`src/rtl/ysyx_24100005_arb_pkg.sv`:
```
// Shared types and defaults for the IFU/LSU data-memory arbiter.
// Round-robin arbitration is enabled by YSYX_24100005_ARB_RR_EN.
package ysyx_24100005_arb_pkg;
  typedef enum logic [1:0] {
    IDLE,
    ISSUE,
    WAIT,
    RESP
  } state_e;

  typedef enum logic {
    OWN_IFU,
    OWN_LSU
  } owner_e;

  localparam int ADDR_W_DEF = 32;
  localparam int DATA_W_DEF = 32;
  localparam int MASK_W     = 8;
endpackage

```
`src/rtl/ysyx_24100005_arb_pick.sv`:
```
// Winner selection between IFU and LSU requests.
// YSYX_24100005_ARB_RR_EN selects round-robin, otherwise LSU priority.
module ysyx_24100005_arb_pick
  import ysyx_24100005_arb_pkg::*;
(
  input  logic   ifu_valid,
  input  logic   lsu_valid,
  input  owner_e last_owner,
  output logic   grant,
  output owner_e winner
);
  assign grant = ifu_valid | lsu_valid;

`ifdef YSYX_24100005_ARB_RR_EN
  always_comb begin
    winner = OWN_LSU;
    if (ifu_valid && lsu_valid)
      winner = (last_owner == OWN_LSU) ? OWN_IFU : OWN_LSU;
    else if (ifu_valid)
      winner = OWN_IFU;
  end
`else
  logic unused_last;
  assign unused_last = last_owner;
  assign winner = lsu_valid ? OWN_LSU : OWN_IFU;
`endif
endmodule

```
`src/rtl/ysyx_24100005_mem_arbiter.sv`:
```
// Shares one data-memory port between IFU and LSU, with a watchdog.
// Round-robin arbitration is enabled by YSYX_24100005_ARB_RR_EN.
module ysyx_24100005_mem_arbiter
  import ysyx_24100005_arb_pkg::*;
#(
  parameter int TIMEOUT = 1023,
  parameter int ADDR_W  = ADDR_W_DEF,
  parameter int DATA_W  = DATA_W_DEF
) (
  input  logic              clk,
  input  logic              rst,
  input  logic              ifu_req_valid,
  output logic              ifu_req_ready,
  input  logic [ADDR_W-1:0] ifu_req_addr,
  output logic              ifu_resp_valid,
  output logic [DATA_W-1:0] ifu_resp_rdata,
  output logic              ifu_resp_err,
  input  logic              lsu_req_valid,
  output logic              lsu_req_ready,
  input  logic [ADDR_W-1:0] lsu_req_addr,
  input  logic              lsu_req_wen,
  input  logic [DATA_W-1:0] lsu_req_wdata,
  input  logic [MASK_W-1:0] lsu_req_wmask,
  output logic              lsu_resp_valid,
  output logic [DATA_W-1:0] lsu_resp_rdata,
  output logic              lsu_resp_err,
  output logic              mem_req_valid,
  input  logic              mem_req_ready,
  output logic [ADDR_W-1:0] mem_req_addr,
  output logic              mem_req_wen,
  output logic [DATA_W-1:0] mem_req_wdata,
  output logic [MASK_W-1:0] mem_req_wmask,
  input  logic              mem_resp_valid,
  input  logic [DATA_W-1:0] mem_resp_rdata
);
  localparam int CW = $clog2(TIMEOUT + 1);

  state_e            state;
  owner_e            owner;
  owner_e            last_owner;
  owner_e            winner;
  logic              grant;
  logic [CW-1:0]     cnt;
  logic              tmo;
  logic [ADDR_W-1:0] addr_q;
  logic              wen_q;
  logic [DATA_W-1:0] wdata_q;
  logic [MASK_W-1:0] wmask_q;
  logic [DATA_W-1:0] data_q;
  logic              err_q;

  ysyx_24100005_arb_pick u_pick (
    .ifu_valid (ifu_req_valid),
    .lsu_valid (lsu_req_valid),
    .last_owner(last_owner),
    .grant     (grant),
    .winner    (winner)
  );

  // cnt counts cycles since ISSUE entry; fires on the TIMEOUT-th cycle
  assign tmo = (cnt == CW'(TIMEOUT - 1));

  always_ff @(posedge clk) begin
    if (rst) begin
      state      <= IDLE;
      owner      <= OWN_IFU;
      last_owner <= OWN_LSU;
      cnt        <= '0;
      addr_q     <= '0;
      wen_q      <= 1'b0;
      wdata_q    <= '0;
      wmask_q    <= '0;
      data_q     <= '0;
      err_q      <= 1'b0;
    end else begin
      unique case (state)
        IDLE: if (grant) begin
          owner      <= winner;
          last_owner <= winner;
          cnt        <= '0;
          state      <= ISSUE;
          if (winner == OWN_LSU) begin
            addr_q  <= lsu_req_addr;
            wen_q   <= lsu_req_wen;
            wdata_q <= lsu_req_wdata;
            wmask_q <= lsu_req_wmask;
          end else begin
            addr_q  <= ifu_req_addr;
            wen_q   <= 1'b0;
            wdata_q <= '0;
            wmask_q <= '0;
          end
        end
        ISSUE: begin
          cnt <= cnt + 1'b1;
          if (tmo) begin
            data_q <= '0;
            err_q  <= 1'b1;
            state  <= RESP;
          end else if (mem_req_ready) begin
            state <= WAIT;
          end
        end
        WAIT: begin
          cnt <= cnt + 1'b1;
          if (mem_resp_valid) begin
            data_q <= wen_q ? '0 : mem_resp_rdata;
            err_q  <= 1'b0;
            state  <= RESP;
          end else if (tmo) begin
            data_q <= '0;
            err_q  <= 1'b1;
            state  <= RESP;
          end
        end
        RESP: state <= IDLE;
        default: state <= IDLE;
      endcase
    end
  end

  logic in_idle, in_issue, in_resp;
  assign in_idle  = !rst && (state == IDLE);
  assign in_issue = !rst && (state == ISSUE);
  assign in_resp  = !rst && (state == RESP);

  assign ifu_req_ready = in_idle && grant && (winner == OWN_IFU);
  assign lsu_req_ready = in_idle && grant && (winner == OWN_LSU);

  assign ifu_resp_valid = in_resp && (owner == OWN_IFU);
  assign ifu_resp_rdata = ifu_resp_valid ? data_q : '0;
  assign ifu_resp_err   = ifu_resp_valid && err_q;
  assign lsu_resp_valid = in_resp && (owner == OWN_LSU);
  assign lsu_resp_rdata = lsu_resp_valid ? data_q : '0;
  assign lsu_resp_err   = lsu_resp_valid && err_q;

  assign mem_req_valid = in_issue;
  assign mem_req_addr  = in_issue ? addr_q : '0;
  assign mem_req_wen   = in_issue && wen_q;
  assign mem_req_wdata = in_issue ? wdata_q : '0;
  assign mem_req_wmask = in_issue ? wmask_q : '0;
endmodule

```
`config.mk`:
```
export PLATFORM = sky130hd
export DESIGN_NAME = ysyx_24100005_mem_arbiter
export DESIGN_NICKNAME = d
export VERILOG_FILES = /design/src/rtl/ysyx_24100005_arb_pkg.sv /design/src/rtl/ysyx_24100005_arb_pick.sv /design/src/rtl/ysyx_24100005_mem_arbiter.sv
export SDC_FILE = /design/constraint.sdc
export NUM_CORES = 1
export LEC_CHECK = 0
export ABC_AREA = 1
export ABC_CLOCK_PERIOD_IN_PS = 3200
export BUFFER_PORTS_ARGS = -buffer_cell sky130_fd_sc_hd__buf_4
export CORE_AREA = 2 2 120 122
export CTS_BUF_LIST = sky130_fd_sc_hd__clkbuf_8 sky130_fd_sc_hd__clkbuf_16
export DETAILED_ROUTE_END_ITERATION = 6
export DIE_AREA = 0 0 122 124
export PLACE_DENSITY_LB_ADDON = 0.3
export SYNTH_ARGS = -nofsm -noshare
export SYNTH_HDL_FRONTEND = slang
export SYNTH_SLANG_ARGS = --single-unit
```
`constraint.sdc`:
```
create_clock -name clk -period 3.2 [get_ports clk]
set_input_delay 0 -clock clk [delete_from_list [all_inputs] [get_ports clk]]
set_output_delay 0 -clock clk [all_outputs]
set_load 0.1 [all_outputs]
```
# Yosys cells after proc, flatten, opt, wreduce, memory -nomap -nowiden
# Cells that the tools add are included.
# word_totals
register_bits,119
output_inout_bits,144
input_bits,143
# classes
add_sub_neg,1
reduce_logical,19
eq_ne,7
n_mux,25
bitwise,3
# op_table
cell,n
$mux W32,9
$pmux W32 S2,1
$pmux W10 S2,1
$mux W8,2
$logic_and A1 B1 Y1,11
$add A10 B1 Y10 const B,1
$eq A10 B10 Y1 const B,1
$mux W10,1
$mux W2,5
$pmux W2 S4,1
$ne A3 B3 Y1 const B,2
$eq A2 B2 Y1 const B,2
$mux W1,4
$reduce_and A2 Y1,2
$reduce_bool A2 Y1,2
$reduce_and A3 Y1,1
$eq A2 B1 Y1 const B,1
$logic_not A2 Y1,1
$ne A2 B2 Y1 const B,1
$not A1 Y1,2
$pmux W1 S2,1
$reduce_or A2 Y1,1
$logic_not A1 Y1,1
$or A1 B1 Y1,1

# Logic depth before layout (Yosys ltp)
# Gate-level depths: netlist of the first run.
# logic_depth
depth_word,4
depth_mapped,9
mapped_depth_nobuf,9

# By module
# From an unflattened synthesis of the first run, not the netlist that was laid out.
# unflattened
hier_cells,843
hier_area_um2,5911.9
# modules_own_cells
mod,area_each_um2,n_inst,cells_per_inst
ysyx_24100005_mem_arbiter,5893.2,1,839
ysyx_24100005_arb_pick,18.8,1,4

# Worst setup path before layout of the first run
# OpenSTA, ideal clock, no wires.
# synth_timing
kind,reg2out
startpoint,register state[0]
endpoint,output port ifu_resp_rdata[10]
arrival_time_ns,4.565
slack_ns,-1.365
stages_incl_launch_ff,7
path_buffers,1
required_ns,3.200
cell_sequence,dfxtp_1 -> ha_1 -> inv_1 -> nor3_1 -> inv_1 -> buf_2 -> nor2_1
# synth_between
elab_chain_cells,4
# synth_rtl
element,line,text
"start, declared",ysyx_24100005_mem_arbiter.sv:38,state_e state;
"start signal, assigned",ysyx_24100005_mem_arbiter.sv:65,state <= IDLE;
"start signal, assigned",ysyx_24100005_mem_arbiter.sv:81,state <= ISSUE;
"start signal, assigned",ysyx_24100005_mem_arbiter.sv:99,state <= RESP;
$eq A2 B2 Y1,ysyx_24100005_mem_arbiter.sv:125,assign in_resp = !rst && (state == RESP);
$logic_and A1 B1 Y1,ysyx_24100005_mem_arbiter.sv:125,
$logic_and A1 B1 Y1,ysyx_24100005_mem_arbiter.sv:130,assign ifu_resp_valid = in_resp && (owner == OWN_IFU);
via ifu_resp_valid,ysyx_24100005_mem_arbiter.sv:15,"output logic ifu_resp_valid,"
$mux W32,ysyx_24100005_mem_arbiter.sv:131,assign ifu_resp_rdata = ifu_resp_valid ? data_q : '0;
"end, declared",ysyx_24100005_mem_arbiter.sv:16,"output logic [DATA_W-1:0] ifu_resp_rdata,"
# The timed path passes the listed nets, and every way through them passes these cells.

# Worst setup path after layout of the first run
# layout_timing
startpoint,register state[0]
endpoint,register addr_q[27]
# layout_between
elab_chain_cells,2
# layout_rtl
element,line,text
$logic_not A2 Y1,ysyx_24100005_mem_arbiter.sv:76,unique case (state)
$reduce_and A2 Y1 (no source line),n/a,
"end signal, assigned",ysyx_24100005_mem_arbiter.sv:83,addr_q <= lsu_req_addr;
"end signal, assigned",ysyx_24100005_mem_arbiter.sv:88,addr_q <= ifu_req_addr;
"end, declared",ysyx_24100005_mem_arbiter.sv:45,logic [ADDR_W-1:0] addr_q;
# No other way between the ends.
# A chain may end at the register's enable or synchronous reset.

==> impl_metrics.ini, run 1 <==
[cells_and_area]
final_nets = 1437
drive_gt1_share_pct = 25.92
fin_util_pct = 72.49
final_area_mm2 = 0.009946
area_growth_pct = 63.46
n_antenna_cell = 0

[power]
peakVddDrop_mv = 0.4061
combPwrFrac_pct = 36.1
netSwitchingPower_w = 0.002315
p_int_w = 0.003700
switching_share_pct = 38.49
p_seq_share_pct = 32.6
clkPwrFrac_pct = 31.3
power.density_mw_per_mm2 = 604.8
p_leak_nw = 4.692

[global_route]
grt_pass1_vias = 7002
antenna_found_initial = 0
grt_max_degree = 75
grt_pass1_wl_mm = 32.53
grt_overflow_total = 0
grtUsageTotal_pct = 27.02

[placement]
place.gp.congestion = 0.8571
place_area_mm2 = 0.008233
place_ws_ps = 1140
hpwl_mm = 12.31
io_buffers = 286

[min_path]
min_path_type = in2reg

[synthesis]
post-synth-top-area-fraction_pct = 39.15
synth_top_area_cell = dfxtp_1
synth_area_leaders = dfxtp_1 39%, inv_1 12%, nor2_1 12%
syn_area_per_cell_um2 = 6.592
yosys_warnings = 0
synth_compound_area_share_pct = 17.95
synth_nets = 1073
synth_xor_area_share_pct = 0
synth_top_family_by_area = simple AND/OR/NAND/NOR gates
netlist_instances = 923
yosys_register_bits = 119
syn_area_mm2 = 0.006085
ys_seq_area_share_pct = 39.15
synthMuxAreaShare_pct = 0
synthSimpleGateAreaFrac_pct = 24.49
synth_fa_ha_area_share_pct = 1.439
synth_cell_types = 26

[routing]
firstDrtPassIters = 5
wl_mm = 21.19
via_per_inst = 4.926
drc = 0
vias = 7290
ant_nets = 0
wire_per_inst_um = 14.32
first_iter_violations = 599

[clock_network]
root_buffer = clkbuf_16
cts_tree = done
hold_buffers = 112
post_cts_resized = 0
cts_buffers = 17
clkTransAtPathRegs_ps = 60
clock_latency_ps = 420
cts_buffer_depth = 2
clock_sinks = 119
cts_setup_buffers = 0
htreeDepth = 4

[die]
die_h_um = 124
dieArea_mm2 = 0.01513
rows = 43
design.portCount = 287
initial_core_util_pct = 44.35
design.core.area_mm2 = 0.01372
dieWidth_um = 122

[sta]
grt_setup_unrepaired = false
worst_pin_slew_ps = 1045
fin_crit_ps = 2410
hold_violations = 0
fin_setup_tns_ps = 0
setup_viol = 0
finalMaxSlewViolations = 0
max_freq_mhz = 414.9
setup_ws_ps = 789.6
max_slew_margin_pct = 30.22
clock_skew_ps = 7.883
min_period_over_period_pct = 75.33

[setup_path]
start_kind = flip-flop
arrival_ps = 2740
cp.required_ps = 3530
critPathKind = reg2reg
cp_max_fo = 63
end_kind = flip-flop
reg2reg_slack_ps = 790

[outcome]
status = finished clean

[job]
drv_cap = 0
synth_stat cells:
library cell / n
inv_1: 192
nor2_1: 187
nand2_1: 176
dfxtp_1: 119
a211oi_1: 65
a21oi_1: 50
buf_2: 33
o2111ai_1: 32
clkbuf_1: 17
buf_4: 9
nand3_1: 9
ha_1: 7
nand4_1: 5
nor3_1: 4
o21ai_0: 3
buf_1: 2
o21ai_1: 2
o21ai_2: 2
o21bai_1: 2
clkinv_1: 1
inv_2: 1
nand2_2: 1
nand3b_1: 1
nor2_2: 1
nor2_4: 1
o21ai_4: 1
critical path, cell delays in order (launching register included):
cell and delay (ps):
dfxtp_1 390, inv_1 100, ha_1 310, o21ai_4 100
buf_4 550, a211oi_1 100, dlygate4sd3_1 610, a211oi_1 150
through the flow:
step | hold WS, ps | total power [W] | std cells
floorplan | 147.4 | 0.003483 | 923
global placement | 265.9 | 0.003911 | 1336
detailed placement | 270.3 | 0.003942 | 1336
CTS | 0.5355 | 0.005988 | 1480
global route | 25.21 | 0.006333 | 1480
finish | 9.787 | 0.006015 | 1480
worst paths after layout:
path,end,cells past startpoint,from
worst max-delay path,addr_q[27]$_SDFFE_PP0P_,7,state[0]$_SDFFE_PP0P_
worst min-delay path,addr_q[15]$_SDFFE_PP0P_,5,ifu_req_addr[15]
worst max register to register,addr_q[27]$_SDFFE_PP0P_,7,state[0]$_SDFFE_PP0P_
worst min register to register,addr_q[7]$_SDFFE_PP0P_,2,addr_q[7]$_SDFFE_PP0P_
cell type report:
class / instances / area (um^2)
Clock buffer: 20 / 466.7
Sequential cell: 119 / 2382
Timing Repair Buffer: 406 / 3328
Tap cell: 180 / 225.2
Inverter: 194 / 728.2
Clock inverter: 12 / 125.1
Multi-Input combinational cell: 549 / 2690
Fill cell: 985 / 3774
metal layers:
metal	GRT usage [%]	wire [um]	vias up
li1	-	-	3598
met1	29.66	8323	3326
met2	48.32	10660	309
met3	7.234	1530	57
met4	13.15	680	0
met5	0	0	-
cell usage in the layout (no fill, tap or decap):
| cell | synthesis | final |
|---|---|---|
| clkbuf_16 | 0 | 17 |
| nand3_1 | 9 | 9 |
| nand2_2 | 1 | 2 |
| o21ai_0 | 3 | 3 |
| nor3_2 | 0 | 2 |
| inv_6 | 0 | 1 |
| inv_1 | 192 | 192 |
| buf_4 | 9 | 294 |
| dfxtp_1 | 119 | 119 |
| clkinv_1 | 1 | 1 |
| o21bai_1 | 2 | 2 |
| clkbuf_8 | 0 | 3 |
| clkinv_2 | 0 | 5 |
| nor2_1 | 187 | 186 |
| nand4_1 | 5 | 5 |
| a21oi_1 | 50 | 50 |
| nor2_4 | 1 | 2 |
| clkinvlp_4 | 0 | 3 |
| bufinv_16 | 0 | 2 |
| o21ai_1 | 2 | 2 |
| nor3_1 | 4 | 2 |
| o21ai_4 | 1 | 1 |
| clkinv_4 | 0 | 1 |
| a211oi_1 | 65 | 65 |
| ha_1 | 7 | 7 |
| nand2_1 | 176 | 175 |
| nor2_2 | 1 | 1 |
| dlygate4sd3_1 | 0 | 112 |
| o21ai_2 | 2 | 2 |
| inv_2 | 1 | 1 |
| nand3b_1 | 1 | 1 |
| o2111ai_1 | 32 | 32 |
cells by family (layout without fill, tap and decap cells):
family	Yosys count	count (layout)
DFF	119	119
AOI/OAI and AO/OA	157	157
and+or+nand+nor	385	385
buffers and inverters	255	632
adders and majority gates	7	7
registers in the layout (all words and copies together) (netlist names):
signal   flops
addr_q      32
cnt         10
data_q      32
err_q        1
owner        1
state        2
wdata_q     32
wen_q        1
wmask_q      8
power by group through the flow:
stage | Combinational, W | Sequential, W | Clock, W
floorplan | 0.00154 | 0.00195 | 0
CTS | 0.00212 | 0.00195 | 0.00192
global route | 0.00234 | 0.00200 | 0.00199
global placement | 0.00194 | 0.00197 | 0
detailed placement | 0.00196 | 0.00198 | 0
finish | 0.00217 | 0.00196 | 0.00188
Power figures use the tool's default switching activity.
==> run 2, diff against run 1 <==
- ABC_AREA: 1 -> 0
- ABC_CLOCK_PERIOD_IN_PS: 3200 -> 2200
- CORE_AREA: 2 2 120 122 -> 2 2 121 123
- DIE_AREA: 0 0 122 124 -> 0 0 123 125
- clock period: 3.2 -> 2.2 ns (I/O delays scaled with it)
==> impl_metrics.ini, run 2 <==
[sta]
clock_skew_ps = 12.61
max_slew_margin_pct = 39.35
hold_violations = 0
fin_crit_ps = 2110
min_period_over_period_pct = 95.89
max_freq_mhz = 474.0
grt_setup_unrepaired = false
finalMaxSlewViolations = 0
setup_viol = 0
worst_pin_slew_ps = 909.7

[synthesis]
synth_top_area_cell = dfxtp_1
netlist_instances = 717
synth_top_flop_cell = dfxtp_1
post-synth-top-area-fraction_pct = 41.19
synth_edf_count = 0
async_reset_ff_share_pct = 0
syn_area_mm2 = 0.005783
ys_seq_area_share_pct = 41.19
synth.most_common_cell = and2_1
syn_area_per_cell_um2 = 8.066
yosys_warnings = 0
synth_area_leaders = dfxtp_1 41%, and2_1 15%, a21oi_1 7.3%
synth_cell_types = 34
synth_nets = 867
synth_common_cells = 139 x and2_1, 119 x dfxtp_1, 84 x a21oi_1
yosys_register_bits = 119

[global_route]
grt_overflow_total = 0
grtUsageTotal_pct = 26.26
grt_pass1_wl_mm = 32.07
grt_pass1_vias = 6516
antenna_found_initial = 1
grt_max_degree = 68

[routing]
via_per_inst = 4.984
ant_nets = 0
drc = 0
wl_mm = 20.48
firstDrtPassIters = 4
vias = 6504
wire_per_inst_um = 15.69
first_iter_violations = 330

[power]
power.density_mw_per_mm2 = 896.0
clkPwrFrac_pct = 31.0
netSwitchingPower_w = 0.003454
p_seq_share_pct = 30.9
combPwrFrac_pct = 38.1
switching_share_pct = 38.35
peakVddDrop_mv = 0.6270
p_leak_nw = 4.499
p_int_w = 0.005554

[placement]
io_buffers = 286
place.gp.congestion = 0.8307
hpwl_mm = 12.34
dp.cells = 1141

[cells_and_area]
stdcell_count = 1305
final_cell_mix = 297 x buf_4, 131 x dlygate4sd3_1, 130 x and2_1
area_growth_pct = 73.84
nFillCells = 1086
fin_util_pct = 70.78
drive_gt1_share_pct = 31.61
final_nets = 1257
top_regs = addr_q (32), data_q (32), wdata_q (32)
final_common_cell = buf_4

[die]
die_h_um = 125
design.portCount = 287
initial_core_util_pct = 40.72
design.core.area_mm2 = 0.01420
dieArea_mm2 = 0.01538
rows = 44
dieWidth_um = 123

[setup_path]
crit_start = state[0]$_SDFFE_PP0P_
end_kind = flip-flop
cp_max_fo = 40
cpPeakStageDelay_ps = 580
critPathKind = reg2reg
crit_chain = inv_1 > ha_2 > buf_6 > nand3_1 > dlygate4sd3_1 > a21oi_1
crit_buf_inv = 3
start_kind = flip-flop
arrival_ps = 2440
cpLargestDelayFamily = buffers and inverters
slowest_stage = dlygate4sd3_1
cp.required_ps = 2530
r2r_start = state[0]$_SDFFE_PP0P_

[clock_network]
cts_buffers = 17
cts_tree = done
clkTransAtPathRegs_ps = 60
htreeDepth = 4
cts_setup_buffers = 0
root_buffer = clkbuf_16
clock_latency_ps = 420
clock_sinks = 119
cts_buffer_depth = 2

[min_path]
min-delay-start = lsu_req_addr[10]
min_path_type = in2reg

[outcome]
status = finished clean

[job]
drv_cap = 0
## run 2: final timing paths
check | to | slack [ps] | depth (start not counted)
min reg2reg | wdata_q[23]$_SDFFE_PP0P_ | 450 | 2
max | wdata_q[10]$_SDFFE_PP0P_ | 90 | 6
max reg2reg | wdata_q[10]$_SDFFE_PP0P_ | 90 | 6
min | addr_q[10]$_SDFFE_PP0P_ | 9 | 3
## run 2: per-stage QoR
step	power (W)	setup slack, ps	TNS (ps)	hold WS [ps]	instance area, um^2
6_report	0.009008	90.47	0	9.322	10050
2_1_floorplan	0.004988	-65.03	-65.03	115.2	5806
5_1_grt	0.009439	13.95	0	5.327	10050
4_1_cts	0.008938	108.7	0	1.379	10040
3_5_place_dp	0.005901	185.1	0	246.8	8137
3_3_place_gp	0.005848	265.5	0	241.1	8137
## run 2: cell type report
| cell class | count | area (um^2) | share of cell area [%] |
|---|---|---|---|
| Clock buffer | 18 | 439.2 | 4.368 |
| Timing Repair Buffer | 433 | 3632 | 36.13 |
| Antenna cell | 1 | 2.502 | 0.02489 |
| Clock inverter | 14 | 160.2 | 1.593 |
| Inverter | 7 | 26.28 | 0.2614 |
| Multi-Input combinational cell | 529 | 3181 | 31.64 |
| Tap cell | 184 | 230.2 | 2.290 |
| Sequential cell | 119 | 2382 | 23.70 |
## run 2: worst min-delay path, delay by kind of cell
kind | cells | cell delay (ps)
mux | 1 | 160
buf+inv | 1 | 110
compound gates | 1 | 100
## run 2: logic make-up (layout without fill, tap and decap cells)
group,Yosys count,in the layout,share of synthesized area (%)
and+or+nand+nor,355,355,33.41
AOI/OAI and AO/OA,132,132,13.20
DFF,119,119,41.19
buffers and inverters,69,472,4.695
muxes,32,32,5.539
adders and majority gates,7,7,1.514
xor gates and xnor gates,3,3,0.4544
other,0,1,0
## run 2: timing repair
action	in CTS	in global routing
hold endpoints to repair	93	1
hold buffers	130	1
endpoints found under the setup margin	1	0
gates resized for setup	1	0
## run 2: layer usage
metal	part of all wire, %	vias up	GRT usage [%]
met4	3.6	0	12.70
met2	51	268	46.70
met5	0	-	0
met1	37	2986	27.60
li1	-	3197	-
met3	8.2	53	8.303
## run 2: power groups by stage
| stage | sequential (W) | combinational (W) | clock [W] |
|---|---|---|---|
| 2_1_floorplan | 0.00274 | 0.00225 | 0 |
| 3_3_place_gp | 0.00279 | 0.00306 | 0 |
| 5_1_grt | 0.00283 | 0.00368 | 0.00293 |
| 3_5_place_dp | 0.00281 | 0.00309 | 0 |
| 4_1_cts | 0.00276 | 0.00335 | 0.00282 |
| 6_report | 0.00278 | 0.00343 | 0.00279 |
